## config.mk

```make
export PLATFORM = sky130hd
export DESIGN_NAME = taxi_xmii_rx_gearbox
export DESIGN_NICKNAME = d
export VERILOG_FILES = /design/src/rtl/taxi_xmii_rx_gearbox.sv
export SDC_FILE = /design/constraint.sdc
export NUM_CORES = 1
export LEC_CHECK = 0
export BUFFER_PORTS_ARGS = -buffer_cell sky130_fd_sc_hd__clkbuf_2
export CAP_MARGIN = 20
export CORE_UTILIZATION = 60
export CTS_BUF_LIST = sky130_fd_sc_hd__clkbuf_2 sky130_fd_sc_hd__clkbuf_4 sky130_fd_sc_hd__clkbuf_8
export DETAILED_ROUTE_END_ITERATION = 7
export PLACE_DENSITY_LB_ADDON = 0.25
export SETUP_SLACK_MARGIN = 0.2
export SYNTH_ARGS = -nofsm -noshare
export SYNTH_HDL_FRONTEND = slang
export SYNTH_SLANG_ARGS = --single-unit
```

## constraint.sdc

```tcl
create_clock -name clk -period 3.6 [get_ports clk]
set_input_delay 0.54 -clock clk [delete_from_list [all_inputs] [get_ports clk]]
set_output_delay 0.54 -clock clk [all_outputs]
set_load 0.1 [all_outputs]
```

## src/rtl/taxi_xmii_rx_gearbox.sv

```systemverilog
// RMII/MII receive gearbox: hunts the SFD and packs symbols into byte-lane words.
// Define TAXI_XMII_RX_STAT_EN to enable the frame/bad-frame counters.
module taxi_xmii_rx_gearbox #(
  parameter int IN_W   = 4,
  parameter int OUT_W  = 8,
  parameter int KEEP_W = OUT_W/8
) (
  input  logic              clk,
  input  logic              rst,
  input  logic              in_ce,
  input  logic [IN_W-1:0]   in_d,
  input  logic              in_dv,
  input  logic              in_er,
  output logic [OUT_W-1:0]  out_d,
  output logic [KEEP_W-1:0] out_keep,
  output logic              out_valid,
  output logic              out_start,
  output logic              out_last,
  output logic              out_er,
  output logic              status_dribble,
  output logic              status_align_err,
  output logic [15:0]       stat_frames,
  output logic [15:0]       stat_bad
);

  localparam int SPW = 8/IN_W;
  localparam int SCW = $clog2(SPW);
  localparam int LW  = KEEP_W > 1 ? $clog2(KEEP_W) : 1;

  typedef enum logic [1:0] {
    IDLE, PRE, DATA, DRAIN
  } state_t;

  state_t             state_q;
  logic [7:0]         win_q;
  logic [SCW-1:0]     sym_cnt_q;
  logic [LW-1:0]      lane_q;
  logic [7:0]         byte_q;
  logic [OUT_W-1:0]   word_q;
  logic [OUT_W-1:0]   hold_q;
  logic               held_q;
  logic               err_q;
  logic               started_q;

  logic [OUT_W-1:0]   out_d_q;
  logic [KEEP_W-1:0]  out_keep_q;
  logic               out_valid_q;
  logic               out_start_q;
  logic               out_last_q;
  logic               out_er_q;
  logic               dribble_q;
  logic               align_q;

  logic [7:0]         win_d;
  logic [7:0]         byte_d;
  logic [OUT_W-1:0]   word_d;
  logic [KEEP_W-1:0]  keep_part;
  logic               byte_done;
  logic               word_done;
  logic               err_end;

  logic               em_valid;
  logic [OUT_W-1:0]   em_d;
  logic [KEEP_W-1:0]  em_keep;
  logic               em_last;
  logic               em_err;

  assign win_d     = (win_q >> IN_W) | (8'(in_d) << (8 - IN_W));
  assign byte_done = sym_cnt_q == SCW'(SPW - 1);
  assign word_done = byte_done && lane_q == LW'(KEEP_W - 1);
  assign err_end   = err_q | (sym_cnt_q != '0);

  always_comb begin
    byte_d = byte_q;
    byte_d[sym_cnt_q*IN_W +: IN_W] = in_d;
    word_d = word_q;
    word_d[lane_q*8 +: 8] = byte_d;
    for (int i = 0; i < KEEP_W; i++) begin
      keep_part[i] = LW'(i) < lane_q;
    end
  end

  // Word leaving the gearbox this cycle; registered below.
  always_comb begin
    em_valid = 1'b0;
    em_d     = hold_q;
    em_keep  = '1;
    em_last  = 1'b0;
    em_err   = 1'b0;
    unique case (state_q)
      DATA: begin
        if (in_ce) begin
          if (in_dv) begin
            em_valid = word_done && held_q;
          end else if (lane_q != '0) begin
            em_valid = 1'b1;
            if (!held_q) begin
              em_d    = word_q;
              em_keep = keep_part;
              em_last = 1'b1;
              em_err  = err_end;
            end
          end else if (held_q) begin
            em_valid = 1'b1;
            em_last  = 1'b1;
            em_err   = err_end;
          end
        end
      end
      DRAIN: begin
        em_valid = 1'b1;
        em_d     = word_q;
        em_keep  = keep_part;
        em_last  = 1'b1;
        em_err   = err_q;
      end
      default: ;
    endcase
  end

  always_ff @(posedge clk or posedge rst) begin
    if (rst) begin
      state_q     <= IDLE;
      win_q       <= '0;
      sym_cnt_q   <= '0;
      lane_q      <= '0;
      byte_q      <= '0;
      word_q      <= '0;
      hold_q      <= '0;
      held_q      <= 1'b0;
      err_q       <= 1'b0;
      started_q   <= 1'b0;
      out_d_q     <= '0;
      out_keep_q  <= '0;
      out_valid_q <= 1'b0;
      out_start_q <= 1'b0;
      out_last_q  <= 1'b0;
      out_er_q    <= 1'b0;
      dribble_q   <= 1'b0;
      align_q     <= 1'b0;
    end else begin
      out_valid_q <= em_valid;
      out_start_q <= em_valid && !started_q;
      out_last_q  <= em_last;
      out_er_q    <= em_err;
      dribble_q   <= 1'b0;
      align_q     <= 1'b0;
      if (em_valid) begin
        out_d_q    <= em_d;
        out_keep_q <= em_keep;
        started_q  <= 1'b1;
      end
      unique case (state_q)
        IDLE: begin
          if (in_ce && in_dv) begin
            win_q   <= win_d;
            state_q <= PRE;
          end
        end
        PRE: begin
          if (in_ce) begin
            if (!in_dv) begin
              align_q <= 1'b1;
              win_q   <= '0;
              state_q <= IDLE;
            end else if (win_d == 8'hD5) begin
              win_q     <= '0;
              sym_cnt_q <= '0;
              lane_q    <= '0;
              byte_q    <= '0;
              word_q    <= '0;
              held_q    <= 1'b0;
              err_q     <= 1'b0;
              started_q <= 1'b0;
              state_q   <= DATA;
            end else begin
              win_q <= win_d;
            end
          end
        end
        DATA: begin
          if (in_ce && in_dv) begin
            err_q <= err_q | in_er;
            if (!byte_done) begin
              sym_cnt_q <= sym_cnt_q + 1'b1;
              byte_q    <= byte_d;
            end else begin
              sym_cnt_q <= '0;
              byte_q    <= '0;
              if (word_done) begin
                lane_q <= '0;
                word_q <= '0;
                hold_q <= word_d;
                held_q <= 1'b1;
              end else begin
                lane_q <= lane_q + 1'b1;
                word_q <= word_d;
              end
            end
          end else if (in_ce) begin
            // Partial byte is dropped; the frame is then marked bad.
            dribble_q <= sym_cnt_q != '0;
            err_q     <= err_end;
            state_q   <= (lane_q != '0 && held_q) ? DRAIN : IDLE;
          end
        end
        DRAIN: begin
          state_q <= IDLE;
        end
        default: state_q <= IDLE;
      endcase
    end
  end

  assign out_d            = out_d_q;
  assign out_keep         = out_keep_q;
  assign out_valid        = out_valid_q;
  assign out_start        = out_start_q;
  assign out_last         = out_last_q;
  assign out_er           = out_er_q;
  assign status_dribble   = dribble_q;
  assign status_align_err = align_q;

`ifdef TAXI_XMII_RX_STAT_EN
  logic [15:0] frames_q;
  logic [15:0] bad_q;

  always_ff @(posedge clk or posedge rst) begin
    if (rst) begin
      frames_q <= '0;
      bad_q    <= '0;
    end else if (em_valid && em_last) begin
      if (frames_q != 16'hFFFF) frames_q <= frames_q + 1'b1;
      if (em_err && bad_q != 16'hFFFF) bad_q <= bad_q + 1'b1;
    end
  end

  assign stat_frames = frames_q;
  assign stat_bad    = bad_q;
`else
  assign stat_frames = '0;
  assign stat_bad    = '0;
`endif

endmodule

```

==> results.yml, run 1 <==
timing:
  whs_ns: 0.0717
  max_freq_ghz: 0.467
  slew_violations: 0
  max_slew_margin_pct: 54.4
  rsz0062_at_grt: "false"
  finalWorstSetupSlack_ns: 1.46
  tightest_slew_ns: 0.684
  hold_viol: 0
  min_period_ns: 2.14
  setup_viol: 0
  tns_ns: 0
  fin_skew_ns: 0.0112
  fin_crit_sh_pct: 59.5
clocking:
  cts_sinks: 50
  cts_setup_buffers: 0
  clk_pin_slew_ns: 0.09
  h-tree-depth: 2
  cts_hold_buf: 0
  cts_buffer_depth: 2
  root_buffer: "clkbuf_8"
  cts-buffers-inserted: 5
  cts_tree: "yes"
  clock_latency_ns: 0.31
  cts_resized: 0
pwr:
  pwr-share-clk_pct: 28.9
  power_frac_comb_pct: 20.0
  p_per_area_mw_per_mm2: 441
  power.total_mw: 1.17
  swShare_pct: 34.6
  switchingPower_uw: 405
  peakVddDrop_mv: 0.267
  power_frac_seq_pct: 51.1
  p_leak_nw: 1.32
  internal-power_uw: 764
synth:
  synth_edf_count: 0
  ys_seq_elements: 50
  synth.most_common_cell: "dfrtp_1"
  synth_common_cells: "50 x dfrtp_1, 32 x buf_4, 15 x a21oi_1, 15 x nand2_1, 13 x a22o_1"
  yosysUniqueCellTypes: 44
  seq_area_frac_synth_pct: 49.5
  synth_top_area_share_pct: 49.5
  yosysTopAreaCell: "dfrtp_1"
  synthFlopType: "dfrtp_1"
  ys.warnings.count: 0
  synth_area_mm2: 0.00253
  synthTopCellsByArea: "dfrtp_1 50%, buf_4 9.5%, a22o_1 4.5%"
  avgSynthCellArea_um2: 10.8
  netlist_instances: 233
  async_reset_ff_share_pct: 100
die:
  core_region_area_mm2: 0.00403
  design.die.area_mm2: 0.00448
  die_w_um: 66.9
  initial_core_util_pct: 62.7
  ioPinCount: 56
  rows: 23
  die_h_um: 66.9
worst_setup_path:
  cp.required_ns: 3.80
  cp_cell_sequence: "inv_1, ha_1, inv_1, a221oi_2, nor2_1, buf_4, mux2_2"
  slowest_delay_ns: 0.80
  crit_family: "flip-flops"
  cp.arrival_ns: 2.34
  endpoint_kind: "flop"
  cp_slowest_cell: "dfrtp_1"
  critPathMostFrequentCell: "inv_1"
  start_kind: "flop"
  crit_type: "flop to flop"
  worstPathMaxFanout: 22
  cp_num_buf_inv: 3
detailed_routing:
  drtAntennaViolNets: 0
  post_drt_wl_per_cell_um: 14.7
  drt_pre_antenna_iters: 4
  drt_wl_total_mm: 4.49
  vias_per_cell: 5.37
  drt_iter0_drc: 166
  drc_errors: 0
  num_vias: 1643
placed_design:
  routabilityCongestion: 0.792
  dp_slack_ns: 1.48
  place_hpwl_mm: 3.16
  place_inst: 297
  place.port_buffers: 23
  placed_area_mm2: 0.00253
min_path:
  hold_path_class: "primary input to async pin"
layout:
  nets: 266
  drive_gt1_share_pct: 19.9
  post-route-util_pct: 65.8
  fin_area_mm2: 0.00265
  antenna_cells: 0
  area_growth_pct: 4.85
  finalNonFillerCells: 306
  fillers: 329
global_routing:
  grt_pass1_wl_mm: 7.53
  grt_start_max_net_pins: 51
  grt.total_usage_pct: 23.0
  first_global_vias: 1520
  grt_antenna_before_repair: 0
  grt_overflow: 0
status:
  status: "complete, no violations"
run:
  drv_cap: 0
==> state kept, by name, summed over array words and instances, names as in the netlist, 2 cells and up <==
name,flops
state_q,2
out_d,8
byte_q,8
word_q,8
win_q,4
hold_q,8
==> layout make-up <==
| class | instances | area, um2 | share of cell area [%] |
|---|---|---|---|
| Sequential cell | 50 | 1250 | 47.2 |
| Timing Repair Buffer | 25 | 143 | 5.38 |
| Clock inverter | 2 | 12.5 | 0.472 |
| Inverter | 6 | 22.5 | 0.850 |
| Multi-Input combinational cell | 167 | 1080 | 40.6 |
| Clock buffer | 6 | 82.6 | 3.12 |
| Tap cell | 50 | 62.6 | 2.36 |
==> logic make-up after synthesis <==
logic type	synth area share (%)
compound gates	14.0
xor+xnor	0.347
fa+ha+maj	0.990
buf+inv	12.5
flops	49.5
mux	8.22
other cells	0.148
simple gates	14.3
==> metal layers <==
metal	GRT usage, %	vias to the layer above	routed length (um)
met1	31.9	791	2160
met3	5.65	5	191
met2	35.5	53	2080
li1	-	794	-
met4	6.38	0	55
met5	0	-	0
==> layout by cell type (no fill, tap or decap), types with 5 or more instances in the layout <==
cell type | synthesis | routed
a21oi_1 | 15 | 15
a22o_1 | 13 | 13
clkbuf_2 | 0 | 23
clkbuf_8 | 0 | 6
conb_1 | 1 | 32
dfrtp_1 | 50 | 50
mux2_4 | 7 | 7
mux2i_1 | 8 | 8
nand2_1 | 15 | 15
nor2_1 | 11 | 11
nor2b_1 | 10 | 10
nor3_1 | 5 | 5
o21ai_0 | 10 | 10
==> worst paths after layout <==
path	startpoint	end	slack, ns	cells past startpoint
max	lane_q$_DFFE_PP0P_	out_d[5]$_DFFE_PP0P_	1.46	7
min	rst	out_d[0]$_DFFE_PP0P_	0.07	2
max reg2reg	lane_q$_DFFE_PP0P_	out_d[5]$_DFFE_PP0P_	1.46	7
min reg2reg	started_q$_DFF_PP0_	out_start$_DFF_PP0_	0.48	1
max in group asynchronous	rst	win_q[6]$_DFFE_PP0P_	3.08	3
min in group clk	started_q$_DFF_PP0_	out_start$_DFF_PP0_	0.48	1
==> power by group through the flow <==
| stage | Combinational (mW) | Clock [mW] | Sequential, mW |
|---|---|---|---|
| final | 0.233 | 0.338 | 0.598 |
| after global routing | 0.246 | 0.371 | 0.601 |
| after CTS | 0.231 | 0.344 | 0.597 |
| after detailed placement | 0.230 | 0 | 0.608 |
| after global placement | 0.229 | 0 | 0.608 |
| after floorplan | 0.237 | 0 | 0.606 |
(Power assumes the default switching activity.)
==> run 2, diff against run 1 <==
- CORE_UTILIZATION: 60 -> 51
- clock period: 3.6 -> 1.85 ns (I/O delays scaled with it)
==> run 2 against run 1 <==
  * Wire length is 9.5% higher
  * Utilization is 4.3 points lower
  * Register-to-register slack worse by 1.3 ns
  * Cell count is 13% higher
  * First-iteration DRC count is 45% lower
  * Sequential power is 91% higher
  * Via count is 6.8% higher
  * Worst setup slack worse by 1.3 ns
  * Critical path depth is 2 lower
  * Critical path type unchanged
  * Largest cell class unchanged
  * Largest power group unchanged
==> results.yml, run 2 (synthesis gave the netlist of run 1 again) <==
die:
  die_w_um: 72.4
  rows: 25
  die_h_um: 72.4
  ioPinCount: 56
  core_region_area_mm2: 0.00475
  initial_core_util_pct: 53.2
  design.die.area_mm2: 0.00524
layout:
  post-route-util_pct: 61.4
  area_growth_pct: 15.6
  mostFrequentLayoutCells: "47 x dfrtp_1, 32 x conb_1, 23 x clkbuf_2"
  regArea_mm2: 0.00125
  nets: 288
  final_common_cell: "dfrtp_1"
  finalNonFillerCells: 345
  fin_area_mm2: 0.00292
  drive_gt1_share_pct: 30.6
  antenna_cells: 0
  fillers: 415
  multi_input_area_mm2: 0.00113
timing:
  max_freq_ghz: 0.604
  tightest_slew_ns: 0.540
  whs_ns: 0.279
  fin_crit_sh_pct: 89.5
  min_period_ns: 1.66
  max_slew_margin_pct: 64.2
  tns_ns: 0
  slew_violations: 0
  setup_viol: 0
  rsz0062_at_grt: "true"
  hold_viol: 0
  fin_skew_ns: 0.00339
  finalWorstSetupSlack_ns: 0.194
global_routing:
  grt.total_usage_pct: 19.5
  grt_start_max_net_pins: 27
  grt_overflow: 0
  grt_pass1_wl_mm: 7.71
  grt_antenna_before_repair: 0
  first_global_vias: 1653
detailed_routing:
  num_vias: 1754
  drt_wl_total_mm: 4.91
  drc_errors: 0
  drt_pre_antenna_iters: 4
  vias_per_cell: 5.08
  post_drt_wl_per_cell_um: 14.2
  drt_iter0_drc: 92
  drtAntennaViolNets: 0
pwr:
  p_per_area_mw_per_mm2: 826
  p_leak_nw: 1.43
  power.total_mw: 2.41
  peakVddDrop_mv: 0.344
worst_setup_path:
  start_kind: "flop"
  endpoint_kind: "flop"
  cp.arrival_ns: 1.85
  crit_type: "flop to flop"
  worstPathMaxFanout: 6
  timing.rr.end: "out_d[2]$_DFFE_PP0P_"
  r2r_start: "lane_q$_DFFE_PP0P_"
  reg2reg_depth: 5
  r2r_setup_slack_ns: 0.19
  cp.required_ns: 2.04
clocking:
  cts_tree: "yes"
  root_buffer: "clkbuf_8"
  cts_sinks: 50
  cts-buffers-inserted: 5
  h-tree-depth: 2
  clk_pin_slew_ns: 0.09
  cts_buffer_depth: 2
  clock_latency_ns: 0.30
min_path:
  hold_path_class: "primary input to flop"
  min_to: "win_q[7]$_DFFE_PP0P_"
  hold_depth: 2
  hp-start: "in_d[3]"
placed_design:
  routabilityCongestion: 0.856
  placed_area_mm2: 0.00268
  dp_slack_ns: 0.155
  place.port_buffers: 23
  place_hpwl_mm: 3.36
  place_inst: 329
status:
  status: "complete, no violations"
run:
  drv_cap: 0
-- run 2: cell types whose count changed in the layout (fill, tap and decap cells not counted), sizes merged --
| cell | delta |
|---|---|
| clkinv | +1 |
| bufinv | +1 |
| buf | +21 |
| dlygate4sd3 | +1 |
| clkinvlp | -1 |
| clkbuf | -1 |
-- run 2: where the power goes --
group,internal (mW),total [mW],switching (mW)
Sequential,1.12,1.14,0.0209
Combinational,0.0953,0.523,0.428
Clock,0.398,0.748,0.351
-- run 2: layer usage --
metal	routed length, um	GRT usage [%]
met4	96	10.9
met3	199	3.19
met1	2210	24.6
met5	0	0
met2	2400	31.8
-- run 2: final cells by class --
cell class | instances | share of cell area, %
multi-input combinational | 167 | 38.7
inverter | 6 | 0.857
tap | 67 | 2.87
clock inverter | 3 | 1.37
clock buffer | 5 | 2.36
sequential | 50 | 43.0
timing repair buffer | 47 | 10.9
-- run 2: what timing repair did --
item                                    CTS  global route
buffers inserted                          5             2
hold buffers                              1             0
pin swaps                                 2             1
endpoints found under the setup margin   11            19
gates resized for setup                   4            12
endpoints found under the hold margin    24             0
-- run 2: worst max-delay path: stages (launching register included) --
cell and delay, ns:
dfrtp_2 0.46, buf_6 0.14, and4bb_2 0.26, a21o_4 0.25
a22o_1 0.19, mux2_4 0.25
-- run 2: worst max path at each step --
stage                            end  cells past startpoint                    from  slack (ns)
5_1_grt         out_keep$_DFFE_PP0P_                      6      lane_q$_DFFE_PP0P_        0.16
3_5_place_dp    out_d[5]$_DFFE_PP0P_                      5      lane_q$_DFFE_PP0P_        0.16
4_1_cts         out_d[5]$_DFFE_PP0P_                      5      lane_q$_DFFE_PP0P_        0.19
2_1_floorplan   out_d[0]$_DFFE_PP0P_                      8      lane_q$_DFFE_PP0P_        0.21
6_report        out_d[2]$_DFFE_PP0P_                      5      lane_q$_DFFE_PP0P_        0.19
3_3_place_gp   word_q[4]$_DFFE_PP0P_                      5  state_q[1]$_DFFE_PP0P_        0.16
==> run 3, diff against run 2 <==
==> constraint.sdc (replaced) <==
create_clock -name clk -period 1.85 [get_ports clk]
set_input_delay 0.2775 -clock clk [delete_from_list [all_inputs] [get_ports clk]]
set_output_delay 0.2775 -clock clk [all_outputs]
set_load 0.01 [all_outputs]
==> run 3 against run 2 <==
  * The flow now finishes with violations (negative hold slack)
  * Combinational power down 52%
  * Global-route usage down 0.45 points
  * Total power down 15%
  * Wire length down 2.9%
  * Fmax down 0.38%
  * Via count down 2.5%
  * Utilization up 0.50 points
  * Sequential share of layout area down 0.43 points
  * Final area up 0.81%
  * Worst setup slack worse by 0.0063 ns
  * First-iteration DRC count down 2.2%
  * Critical endpoint is now byte_q[5]$_DFFE_PP0P_
  * Highest routed layer unchanged
==> results.yml, run 3 (synthesis gave the netlist of run 1 again) <==
timing:
  whs_ns: -0.0140
  tns_ns: 0
  rsz0062_at_grt: "true"
  finalWorstSetupSlack_ns: 0.187
  fin_skew_ns: 0.00715
  tightest_slew_ns: 0.518
  setup_viol: 0
  min_period_ns: 1.66
  hold_viol: 22
  max_slew_margin_pct: 65.4
  fin_crit_sh_pct: 89.9
  max_freq_ghz: 0.601
  slew_violations: 0
layout:
  area_growth_pct: 16.5
  drive_gt1_share_pct: 31.0
  mostFrequentLayoutCells: "49 x dfrtp_1, 32 x conb_1, 28 x buf_4"
  antenna_cells: 0
  final_common_cell: "dfrtp_1"
  finalNonFillerCells: 351
  fin_area_mm2: 0.00295
  nets: 294
detailed_routing:
  drt_pre_antenna_iters: 4
  drc_errors: 0
  drt_wl_total_mm: 4.77
  num_vias: 1711
  drt_iter0_drc: 90
  drtAntennaViolNets: 0
  post_drt_wl_per_cell_um: 13.6
  vias_per_cell: 4.87
pwr:
  swShare_pct: 26.0
  internal-power_mw: 1.52
  p_per_area_mw_per_mm2: 699
  pwr-share-clk_pct: 32.3
  switchingPower_uw: 535
  peakVddDrop_mv: 0.345
  p_leak_nw: 1.45
  power_frac_seq_pct: 55.5
  power_frac_comb_pct: 12.3
die:
  rows: 25
  initial_core_util_pct: 53.2
  core_region_area_mm2: 0.00475
  die_w_um: 72.4
  die_h_um: 72.4
  ioPinCount: 56
  design.die.area_mm2: 0.00524
status:
  violations: "negative hold slack"
  status: "finished, violations left"
worst_setup_path:
  crit_type: "flop to flop"
  slowest_delay_ns: 0.45
  endpoint_kind: "flop"
  cp_num_buf_inv: 0
  start_kind: "flop"
  worstPathMaxFanout: 5
  cp_cell_sequence: "nand4b_1, or3_4, a211oi_4, nor2b_1"
  crit_family: "simple AND/OR/NAND/NOR gates"
  cp.required_ns: 2.03
  cp.arrival_ns: 1.84
  cp_slowest_cell: "or3_4"
min_path:
  hold_path_class: "primary input to async pin"
clocking:
  cts_tree: "yes"
  cts-buffers-inserted: 5
  clk_pin_slew_ns: 0.09
  cts_buffer_depth: 2
  root_buffer: "clkbuf_8"
  h-tree-depth: 2
  cts_hold_buf: 0
  clock_latency_ns: 0.30
  cts_sinks: 50
placed_design:
  place_inst: 334
  dp_slack_ns: -0.279
  routabilityCongestion: 0.803
  place.port_buffers: 23
  place_hpwl_mm: 3.41
  placed_area_mm2: 0.00271
global_routing:
  grt_overflow: 0
  grt_pass1_wl_mm: 7.61
  first_global_vias: 1589
  grt_antenna_before_repair: 0
  grt_start_max_net_pins: 26
  grt.total_usage_pct: 19.0
run:
  drv_cap: 0
==> run 3: cell count changes in the layout (fill, tap and decap cells not counted), moves of 2 or more <==
| cell | before | now |
|---|---|---|
| buf_4 | 20 | 28 |
| dfrtp_1 | 47 | 49 |
| dfrtp_2 | 3 | 1 |
| nand2b_1 | 3 | 1 |
| nor3_1 | 3 | 5 |
| nor3_2 | 4 | 0 |
| nor3_4 | 0 | 2 |
==> run 3: final cells by class <==
class                           instances  area, um2
Inverter                                6       22.5
Multi-Input combinational cell        167       1140
Clock buffer                            6       82.6
Timing Repair Buffer                   53        348
Clock inverter                          2       12.5
Tap cell                               67       83.8
Fill cell                             406       1810
Sequential cell                        50       1250
==> run 3: power groups by stage <==
stage	clock, mW	combinational [mW]	sequential (mW)
final	0.664	0.252	1.14
after floorplan	0	0.211	1.16
after global placement	0	0.221	1.16
after CTS	0.675	0.226	1.14
after detailed placement	0	0.223	1.16
after global routing	0.721	0.279	1.14
==> run 3: worst reg2reg max path: stages, from the launching register on <==
cell and delay [ns]:
dfrtp_1 0.40, nand4b_1 0.26, or3_4 0.45, a211oi_4 0.36, nor2b_1 0.09
==> run 3: through the flow <==
stage / utilization [%] / power (mW) / hold slack, ns
floorplan: - / 1.37 / 0.409
global placement: 56.9 / 1.38 / 0.327
detailed placement: 56.9 / 1.38 / 0.333
CTS: 59.2 / 2.04 / 0.00216
global route: 61.9 / 2.14 / 0.0211
finish: 61.9 / 2.06 / -0.0140
==> run 3: path summary, 6_finish.rpt <==
path,start,endpoint,slack [ns],cells past startpoint
setup / recovery,win_q[7]$_DFFE_PP0P_,byte_q[5]$_DFFE_PP0P_,0.19,4
hold / removal,rst,out_start$_DFF_PP0_,-0.01,2
setup reg to reg,win_q[7]$_DFFE_PP0P_,byte_q[5]$_DFFE_PP0P_,0.19,4
hold reg to reg,started_q$_DFF_PP0_,out_start$_DFF_PP0_,0.45,1
max in group asynchronous,rst,win_q[6]$_DFFE_PP0P_,1.31,3
min in group clk,in_d[0],win_q[4]$_DFFE_PP0P_,0.28,2
==> run 3: layer usage <==
layer | vias to the layer above | routed length, um | share of wire (%) | track usage (%)
met5 | - | 0 | 0 | 0
met3 | 5 | 193 | 4.1 | 5.00
li1 | 846 | - | - | -
met2 | 57 | 2250 | 47 | 29.6
met1 | 803 | 2280 | 48 | 26.3
met4 | 0 | 40 | 0.84 | 5.01
==> run 3: repair_timing <==
item / in CTS / in global routing
pin swaps: 3 / 4
setup buffers: 0 / 9
hold endpoints to repair: 0 / 0
endpoints found under the setup margin: 16 / 32
gates resized for setup: 3 / 14
